## src/rtl/mem_bus_arbiter_pkg.sv

```systemverilog
// mem_bus_arbiter_pkg
// Shared definitions for the CPU memory bus arbiter and the address decoder:
// arbiter FSM states, debug grant encodings, address area prefixes
// (addr[31:30]) and the zero read-data value returned on refused or
// timed-out accesses.
package mem_bus_arbiter_pkg;

   typedef enum logic [1:0] {
      ST_IDLE = 2'd0,
      ST_ARB  = 2'd1,
      ST_BUSY = 2'd2,
      ST_DONE = 2'd3
   } state_e;

   typedef enum logic [1:0] {
      GRANT_NONE = 2'b00,
      GRANT_M0   = 2'b01,
      GRANT_M1   = 2'b10
   } grant_e;

   localparam logic [1:0] AREA_ROM      = 2'h0;
   localparam logic [1:0] AREA_RAM      = 2'h1;
   localparam logic [1:0] AREA_RESERVED = 2'h2;
   localparam logic [1:0] AREA_MMIO     = 2'h3;

   localparam logic [31:0] RDATA_ZERO = '0;

endpackage

```

## src/rtl/mem_bus_arbiter_if.sv

```systemverilog
// mem_bus_arbiter_if
// valid/ready memory bus used on both master ports and the slave port.
//   valid  request, held by the initiator until ready
//   addr   byte address
//   wdata  write data
//   wstrb  byte strobes, 0 = read
//   ready  one-cycle completion pulse from the responder
//   rdata  read data, valid while ready is high
// Modports: master = initiator side, slave = responder side.
interface mem_bus_arbiter_if;

   logic        valid;
   logic [31:0] addr;
   logic [31:0] wdata;
   logic [3:0]  wstrb;
   logic        ready;
   logic [31:0] rdata;

   modport master (
      output valid, addr, wdata, wstrb,
      input  ready, rdata
   );

   modport slave (
      input  valid, addr, wdata, wstrb,
      output ready, rdata
   );

endinterface

```

## src/rtl/mem_bus_arb_timeout.sv

```systemverilog
// mem_bus_arb_timeout
// Access watchdog for the arbiter BUSY state. Only present in builds with
// MEM_BUS_ARBITER_TIMEOUT_EN defined.
//   clk, reset  system clock, asynchronous active-high reset
//   busy        arbiter is in BUSY; the counter is held at 0 otherwise
//   s_ready     decoder completion
//   expired     last waiting cycle reached without s_ready
`ifdef MEM_BUS_ARBITER_TIMEOUT_EN
module mem_bus_arb_timeout #(
   parameter int unsigned TIMEOUT_CYCLES = 255
) (
   input  logic clk,
   input  logic reset,
   input  logic busy,
   input  logic s_ready,
   output logic expired
);

   localparam logic [7:0] LAST_COUNT = 8'(TIMEOUT_CYCLES - 1);

   logic [7:0] count;

   always_ff @(posedge clk or posedge reset) begin
      if (reset) begin
         count <= '0;
      end else if (!busy) begin
         count <= '0;
      end else if (!s_ready) begin
         count <= count + 8'd1;
      end
   end

   // A completing s_ready in the final cycle takes priority over expiry.
   assign expired = busy && !s_ready && (count == LAST_COUNT);

endmodule
`endif

```

## src/rtl/mem_bus_arbiter.sv

```systemverilog
// mem_bus_arbiter
// Two-master, one-slave arbiter in front of the address decoder.
// Master 0 is the CPU, master 1 the DMA/loader engine (restricted to the
// M1_PREFIX address area). Ties are resolved round-robin.
// Ports:
//   clk, reset  system clock, asynchronous active-high reset
//   m0          CPU bus (slave modport), m0_instr its fetch flag
//   m1          DMA bus (slave modport)
//   m1_err      one-cycle pulse: DMA access refused or timed out
//   s           decoder bus (master modport), s_instr forwarded fetch flag
//   grant       debug: 00 none, 01 m0, 10 m1
// Optional: MEM_BUS_ARBITER_TIMEOUT_EN adds a BUSY watchdog of
// TIMEOUT_CYCLES cycles that completes a stuck access locally.
module mem_bus_arbiter
   import mem_bus_arbiter_pkg::*;
#(
   parameter int unsigned TIMEOUT_CYCLES = 255,
   parameter logic [1:0]  M1_PREFIX      = AREA_RAM
) (
   input  logic              clk,
   input  logic              reset,
   mem_bus_arbiter_if.slave  m0,
   input  logic              m0_instr,
   mem_bus_arbiter_if.slave  m1,
   output logic              m1_err,
   mem_bus_arbiter_if.master s,
   output logic              s_instr,
   output logic [1:0]        grant
);

   if ((TIMEOUT_CYCLES < 1) || (TIMEOUT_CYCLES > 255)) begin : g_bad_timeout
      $error("TIMEOUT_CYCLES must be within 1..255");
   end

   state_e state_q, state_d;
   grant_e grant_q, grant_d;
   grant_e last_q, last_d;
   logic   refused_q, refused_d;
   logic   gnt_m1;
   logic   g_valid;
   logic   timeout_hit;

   assign gnt_m1  = (grant_q == GRANT_M1);
   assign g_valid = gnt_m1 ? m1.valid : m0.valid;
   assign grant   = grant_q;

`ifdef MEM_BUS_ARBITER_TIMEOUT_EN
   logic busy;

   assign busy = (state_q == ST_BUSY);

   mem_bus_arb_timeout #(
      .TIMEOUT_CYCLES(TIMEOUT_CYCLES)
   ) u_timeout (
      .clk    (clk),
      .reset  (reset),
      .busy   (busy),
      .s_ready(s.ready),
      .expired(timeout_hit)
   );
`else
   assign timeout_hit = 1'b0;
`endif

   always_ff @(posedge clk or posedge reset) begin
      if (reset) begin
         state_q   <= ST_IDLE;
         grant_q   <= GRANT_NONE;
         last_q    <= GRANT_M1;
         refused_q <= 1'b0;
      end else begin
         state_q   <= state_d;
         grant_q   <= grant_d;
         last_q    <= last_d;
         refused_q <= refused_d;
      end
   end

   always_comb begin
      state_d   = state_q;
      grant_d   = grant_q;
      last_d    = last_q;
      refused_d = 1'b0;
      s.valid   = 1'b0;
      s.addr    = '0;
      s.wdata   = '0;
      s.wstrb   = '0;
      s_instr   = 1'b0;
      m0.ready  = 1'b0;
      m0.rdata  = RDATA_ZERO;
      m1.ready  = 1'b0;
      m1.rdata  = RDATA_ZERO;
      m1_err    = 1'b0;

      unique case (state_q)
         ST_IDLE: begin
            if (m0.valid || m1.valid) begin
               state_d = ST_ARB;
            end
         end

         ST_ARB: begin
            if (m0.valid && (!m1.valid || (last_q == GRANT_M1))) begin
               grant_d = GRANT_M0;
               state_d = ST_BUSY;
            end else if (m1.valid) begin
               grant_d = GRANT_M1;
               if (m1.addr[31:30] != M1_PREFIX) begin
                  // Refusals count as a DMA turn so a DMA engine stuck on a
                  // bad address cannot starve the CPU.
                  refused_d = 1'b1;
                  last_d    = GRANT_M1;
                  state_d   = ST_DONE;
               end else begin
                  state_d = ST_BUSY;
               end
            end else begin
               state_d = ST_IDLE;
            end
         end

         ST_BUSY: begin
            if (!g_valid) begin
               grant_d = GRANT_NONE;
               state_d = ST_IDLE;
            end else begin
               s.valid = !timeout_hit;
               s.addr  = gnt_m1 ? m1.addr  : m0.addr;
               s.wdata = gnt_m1 ? m1.wdata : m0.wdata;
               s.wstrb = gnt_m1 ? m1.wstrb : m0.wstrb;
               s_instr = !gnt_m1 && m0_instr;
               if (s.ready || timeout_hit) begin
                  if (gnt_m1) begin
                     m1.ready = 1'b1;
                     m1.rdata = s.ready ? s.rdata : RDATA_ZERO;
                     m1_err   = timeout_hit;
                  end else begin
                     m0.ready = 1'b1;
                     m0.rdata = s.ready ? s.rdata : RDATA_ZERO;
                  end
                  last_d  = grant_q;
                  state_d = ST_DONE;
               end
            end
         end

         ST_DONE: begin
            if (refused_q) begin
               m1.ready = 1'b1;
               m1_err   = 1'b1;
            end
            grant_d = GRANT_NONE;
            state_d = ST_IDLE;
         end

         default: begin
            state_d = ST_IDLE;
         end
      endcase
   end

endmodule

```

## src/flat_wrapper.sv

```systemverilog
// flat-port wrapper written by rule: the top's interface ports become plain ports
module mem_bus_arbiter_flat import mem_bus_arbiter_pkg::*;
#(
   parameter int unsigned TIMEOUT_CYCLES = 255,
   parameter logic [1:0]  M1_PREFIX      = AREA_RAM
)
  (clk, reset, m0_instr, m1_err, s_instr, grant, m0_valid, m0_addr, m0_wdata, m0_wstrb, m0_ready, m0_rdata, m1_valid, m1_addr, m1_wdata, m1_wstrb, m1_ready, m1_rdata, s_valid, s_addr, s_wdata, s_wstrb, s_ready, s_rdata);
  mem_bus_arbiter_if m0_i ();
  mem_bus_arbiter_if m1_i ();
  mem_bus_arbiter_if s_i ();
  input  logic clk;
  input  logic reset;
  input  logic m0_instr;
  output logic m1_err;
  output logic s_instr;
  output logic [1:0] grant;
  input wire logic [$bits(m0_i.valid)-1:0] m0_valid;
  input wire logic [$bits(m0_i.addr)-1:0] m0_addr;
  input wire logic [$bits(m0_i.wdata)-1:0] m0_wdata;
  input wire logic [$bits(m0_i.wstrb)-1:0] m0_wstrb;
  output wire logic [$bits(m0_i.ready)-1:0] m0_ready;
  output wire logic [$bits(m0_i.rdata)-1:0] m0_rdata;
  input wire logic [$bits(m1_i.valid)-1:0] m1_valid;
  input wire logic [$bits(m1_i.addr)-1:0] m1_addr;
  input wire logic [$bits(m1_i.wdata)-1:0] m1_wdata;
  input wire logic [$bits(m1_i.wstrb)-1:0] m1_wstrb;
  output wire logic [$bits(m1_i.ready)-1:0] m1_ready;
  output wire logic [$bits(m1_i.rdata)-1:0] m1_rdata;
  output wire logic [$bits(s_i.valid)-1:0] s_valid;
  output wire logic [$bits(s_i.addr)-1:0] s_addr;
  output wire logic [$bits(s_i.wdata)-1:0] s_wdata;
  output wire logic [$bits(s_i.wstrb)-1:0] s_wstrb;
  input wire logic [$bits(s_i.ready)-1:0] s_ready;
  input wire logic [$bits(s_i.rdata)-1:0] s_rdata;
  assign m0_i.valid = m0_valid;
  assign m0_i.addr = m0_addr;
  assign m0_i.wdata = m0_wdata;
  assign m0_i.wstrb = m0_wstrb;
  assign m0_ready = m0_i.ready;
  assign m0_rdata = m0_i.rdata;
  assign m1_i.valid = m1_valid;
  assign m1_i.addr = m1_addr;
  assign m1_i.wdata = m1_wdata;
  assign m1_i.wstrb = m1_wstrb;
  assign m1_ready = m1_i.ready;
  assign m1_rdata = m1_i.rdata;
  assign s_valid = s_i.valid;
  assign s_addr = s_i.addr;
  assign s_wdata = s_i.wdata;
  assign s_wstrb = s_i.wstrb;
  assign s_i.ready = s_ready;
  assign s_i.rdata = s_rdata;
  mem_bus_arbiter #(.TIMEOUT_CYCLES(TIMEOUT_CYCLES), .M1_PREFIX(M1_PREFIX)) u_core (.clk(clk), .reset(reset), .m0(m0_i), .m0_instr(m0_instr), .m1(m1_i), .m1_err(m1_err), .s(s_i), .s_instr(s_instr), .grant(grant));
endmodule
```

## config.mk

```make
export PLATFORM = sky130hd
export DESIGN_NAME = mem_bus_arbiter_flat
export DESIGN_NICKNAME = d
export VERILOG_FILES = /design/src/rtl/mem_bus_arbiter_pkg.sv /design/src/rtl/mem_bus_arbiter_if.sv /design/src/rtl/mem_bus_arb_timeout.sv /design/src/rtl/mem_bus_arbiter.sv /design/src/flat_wrapper.sv
export SDC_FILE = /design/constraint.sdc
export NUM_CORES = 1
export LEC_CHECK = 0
export ABC_CLOCK_PERIOD_IN_PS = 2250
export CORE_AREA = 2 2 122 124
export DETAILED_ROUTE_END_ITERATION = 16
export DIE_AREA = 0 0 124 126
export DONT_BUFFER_PORTS = 1
export PLACE_DENSITY = 0.3
export SLEW_MARGIN = 15
export SYNTH_ARGS = -nofsm -noshare
export SYNTH_HDL_FRONTEND = slang
export SYNTH_SLANG_ARGS = --single-unit
```

## constraint.sdc

```tcl
create_clock -name clk -period 2.25 [get_ports clk]
set_input_delay 0.3375 -clock clk [delete_from_list [all_inputs] [get_ports clk]]
set_output_delay 0.3375 -clock clk [all_outputs]
set_load 0.05 [all_outputs]
```

==> summary.log, run 1 <==
[outcome] outcome completed
[cts] cell chosen for the clock root sky130_fd_sc_hd__clkbuf_16
[global_routing] number of antenna violations at the first check in global routing 0
[setup_path] type of element launching the critical path flop
[sta] Worst Hold Slack 269 ps
[global_routing] remaining global-route overflow 0
[cts] H-tree depth 1
[power_and_ir_drop] static leakage power 1.89 nW
[cells_and_area] # nets final 678
[power_and_ir_drop] worst vdd rail ir drop 0.000578 V
[global_routing] first-pass GRT wire length 15.9 mm
[placed_design] count of buffers inserted at the top-level ports 0
[sta] setup repair after global routing missed its margin true
[cells_and_area] Ant. Diodes 0
[setup_path] critical-path cell with the highest stage delay sky130_fd_sc_hd__dfrtp_1
[drt] Met1 Routed Length 3.96 mm
[drt] via count of the routed design 3012
[setup_path] Critical Path AT 1840 ps
[setup_path] sum of buffers and inverters on the critical path 2
[drt] final WL 11.4 mm
[die] area of the die 15600 um2
[setup_path] worst reg2reg setup slack 670 ps
[drt] DRC violations left 0
[setup_path] type of element capturing the critical path output pin
[die] number of placement rows 44
[sta] final clock skew 3.41 ps
[sta] final hold violation count 0
[drt] drt wl/cell 16.6 um
[cts] sink count of the clock tree 7
[sta] Setup-failing EPs final 0
[yosys] area share of fa/ha/maj cells after synthesis 0%
[run] max_cap viols 0
[drt] uppermost signal routing layer after detailed routing met4
[yosys] Synthesized Nets 552
[cts] clock tree from TritonCTS done
[power_and_ir_drop] Logic pwr share 88.8%
[drt] count of antenna-violating nets left after detailed routing 0
[yosys] syn_area_per_cell 5.53 um2
[placed_design] gpl congestion 0.778
[cts] clock buffer count from CTS 3
[die] height of the die 126 um
[worst_hold_path] classification of the worst-slack hold path primary input to flop
[setup_path] cell with the most instances on the worst path sky130_fd_sc_hd__nand2b_4
[yosys] main combinational cell family by area after synthesis simple AND/OR/NAND/NOR gates
[placed_design] Final HPWL DP 9.27 mm
[setup_path] Req. time, crit path 1910 ps
[sta] final worst path period share 96.9%
[setup_path] Critical Path, Cell by Cell nand2b_4 -> mux2i_4 -> nand2b_4 -> buf_16 -> a21oi_4 -> buf_12
[cells_and_area] leading cell types in the layout, fill and taps excluded sky130_fd_sc_hd__nand2_1, sky130_fd_sc_hd__buf_4, sky130_fd_sc_hd__buf_12
[yosys] Warnings, synthesis 0
[die] initial core utilization 14.6%
[cells_and_area] share of cells above drive strength 1 47.3%
[power_and_ir_drop] Sequential Power Share 4.9%
[yosys] Syn Std Cell Area 2090 um2
[setup_path] kind of cell with the highest combined delay on the critical path simple AND/OR/NAND/NOR gates
[cts] maximum buffer depth of the clock tree 2
[sta] top achievable clock speed 458 MHz
[power_and_ir_drop] part of the power in the clock network 6.3%
[cts] clock latency reported for the late side of the worst-skew pair 230 ps
[yosys] library cells used by synthesis 30
[yosys] Post-Synthesis Cells 378
[sta] Tightest Pin Transition 368 ps
[drt] average vias per placed instance 4.38
[cells_and_area] layout-stage area growth over the synthesis result 134%
[yosys] share of the synthesized area in compound gates (AO/OA/AOI/OAI) 32.5%
[drt] First-pass DRT Iterations 4
[global_routing] global-route total usage across every layer 12.9%
[drt] Met3 Routed Length 879 um
[drt] routed length on met2 6.38 mm
[power_and_ir_drop] switching power 0.00285 W
[sta] Max transition margin 75.4%
[power_and_ir_drop] Sw Share 58.7%
[setup_path] CP max stage delay 400 ps
[sta] final worst path period need 2180 ps
[yosys] fraction of the mapped netlist area in simple logic gates 46.7%
[cells_and_area] most common cell after layout, fill and taps aside sky130_fd_sc_hd__nand2_1
[global_routing] number of global-route vias before repair 2904
[yosys] post-synthesis sequential area ratio 8.44%
[cells_and_area] filler cell count 1498
[die] total I/O pin count 313
[cts] clock slew seen by the registers of the worst setup and hold paths 30 ps
[yosys] FF+latch count, synth 7
[yosys] post-synthesis mux area share 2.16%
[power_and_ir_drop] total power per unit cell area 993 nW/um2
[setup_path] top fanout value on the critical path 18
[die] die width 124 um
[yosys] number of flops mapped to enable cells by yosys 0
[setup_path] type of the worst setup path flop to output pin
[sta] final sum of negative setup slack 0 ps
[sta] total count of max-transition violations in the final report 0
[global_routing] pin count of the biggest net entering global routing 70
[power_and_ir_drop] internal cell power 0.00200 W
[die] standard cell core area 14300 um2
[yosys] top flip-flop cell by instance count after synthesis sky130_fd_sc_hd__dfrtp_1
[drt] Iteration-0 DRC Markers 123
[yosys] xor and xnor fraction of the mapped netlist area 0%
[yosys] FFs w/ async S/R, synth 100%
-- cell families (layout without fill, tap and decap cells) --
| logic type | count (synthesis) | count (layout) |
|---|---|---|
| and+or+nand+nor | 250 | 250 |
| DFF | 7 | 7 |
| buffers and inverters | 39 | 164 |
| AOI/OAI and AO/OA | 79 | 79 |
| muxes | 3 | 3 |
-- registers in the layout, indices dropped and copies added (netlist names) --
signal,flops
u_core.refused_q,1
u_core.last_q,2
u_core.grant,2
u_core.state_q,2
-- synthesized netlist by cell type (2+ instances only) --
library cell	number	area, um2
sky130_fd_sc_hd__nand3_1	2	10.0
sky130_fd_sc_hd__clkbuf_1	22	82.6
sky130_fd_sc_hd__nand2_1	170	638
sky130_fd_sc_hd__nand2b_1	3	18.8
sky130_fd_sc_hd__buf_2	3	15.0
sky130_fd_sc_hd__nor2b_1	3	18.8
sky130_fd_sc_hd__a21oi_2	68	596
sky130_fd_sc_hd__inv_1	4	15.0
sky130_fd_sc_hd__nor2_1	68	255
sky130_fd_sc_hd__dfrtp_1	6	150
sky130_fd_sc_hd__buf_6	8	90.1
sky130_fd_sc_hd__a21oi_1	3	15.0
-- power groups by stage --
stage	Clock, W	Combinational [W]	Sequential [W]
2_1_floorplan	0	0.00277	0.000285
3_5_place_dp	0	0.00421	0.000231
6_report	0.000307	0.00431	0.000237
4_1_cts	0.000313	0.00425	0.000236
3_3_place_gp	0	0.00418	0.000234
5_1_grt	0.000321	0.00456	0.000246
-- path summary, 6_finish.rpt --
kind	from	end	depth (start not counted)
max	u_core.grant[1]	s_addr[8]	6
min	m0_valid	u_core.state_q[1]	2
max reg2reg	u_core.grant[0]	u_core.state_q[0]	5
min reg2reg	u_core.last_q[0]	u_core.last_q[0]	2
max in group asynchronous	reset	u_core.last_q[1]	2
min in group asynchronous	reset	u_core.refused_q	2
-- layer usage --
metal,vias up,global-route usage [%]
met2,157,26.5
met4,0,2.38
li1,1447,-
met3,12,2.08
met5,-,0
met1,1396,13.4
-- stage by stage --
step           instances  utilization (%)  area (um2)  worst slack, ps  total power, W
4_1_cts              684             33.8        4830             11.5         0.00480
2_1_floorplan        378                -        2610             -131         0.00306
3_3_place_gp         677             33.0        4730              184         0.00442
5_1_grt              687             34.1        4880            -13.4         0.00513
3_5_place_dp         677             33.0        4730              151         0.00444
6_report             687             34.1        4880             68.7         0.00485
-- area by class of cell --
cell class	count	area, um2	area share [%]
Multi-Input combinational cell	332	2230	45.8
Tap cell	184	230	4.72
Inverter	5	18.8	0.384
Clock buffer	4	78.8	1.61
Timing Repair Buffer	155	2140	43.9
Sequential cell	7	178	3.64
-- worst reg2reg max path, cell delays in order, from the launching register on --
cell and delay, ps:
sky130_fd_sc_hd__dfrtp_2 390, sky130_fd_sc_hd__nand2b_4 170, sky130_fd_sc_hd__mux2i_4 210, sky130_fd_sc_hd__nand2b_4 260, sky130_fd_sc_hd__buf_4 200, sky130_fd_sc_hd__o221a_1 240
-- repair_timing --
action	4_1_cts	5_1_grt
hold buffers	1	0
gates resized for setup	1	1
endpoints found under the hold margin	6	0
endpoints found under the setup margin	64	36
buffers inserted	2	2
gates cloned	0	1
No activity file was read; power rests on OpenSTA's default activity.
==> run 2: changes to the inputs <==
--- a/config.mk
+++ b/config.mk
@@ -10,6 +10,7 @@
 export DETAILED_ROUTE_END_ITERATION = 16
 export DIE_AREA = 0 0 124 126
 export DONT_BUFFER_PORTS = 1
+export HOLD_SLACK_MARGIN = 0.08
 export PLACE_DENSITY = 0.3
 export SLEW_MARGIN = 15
 export SYNTH_ARGS = -nofsm -noshare
==> results of run 2 <==
Final layout, timing and power as in run 1 (identical DEF).
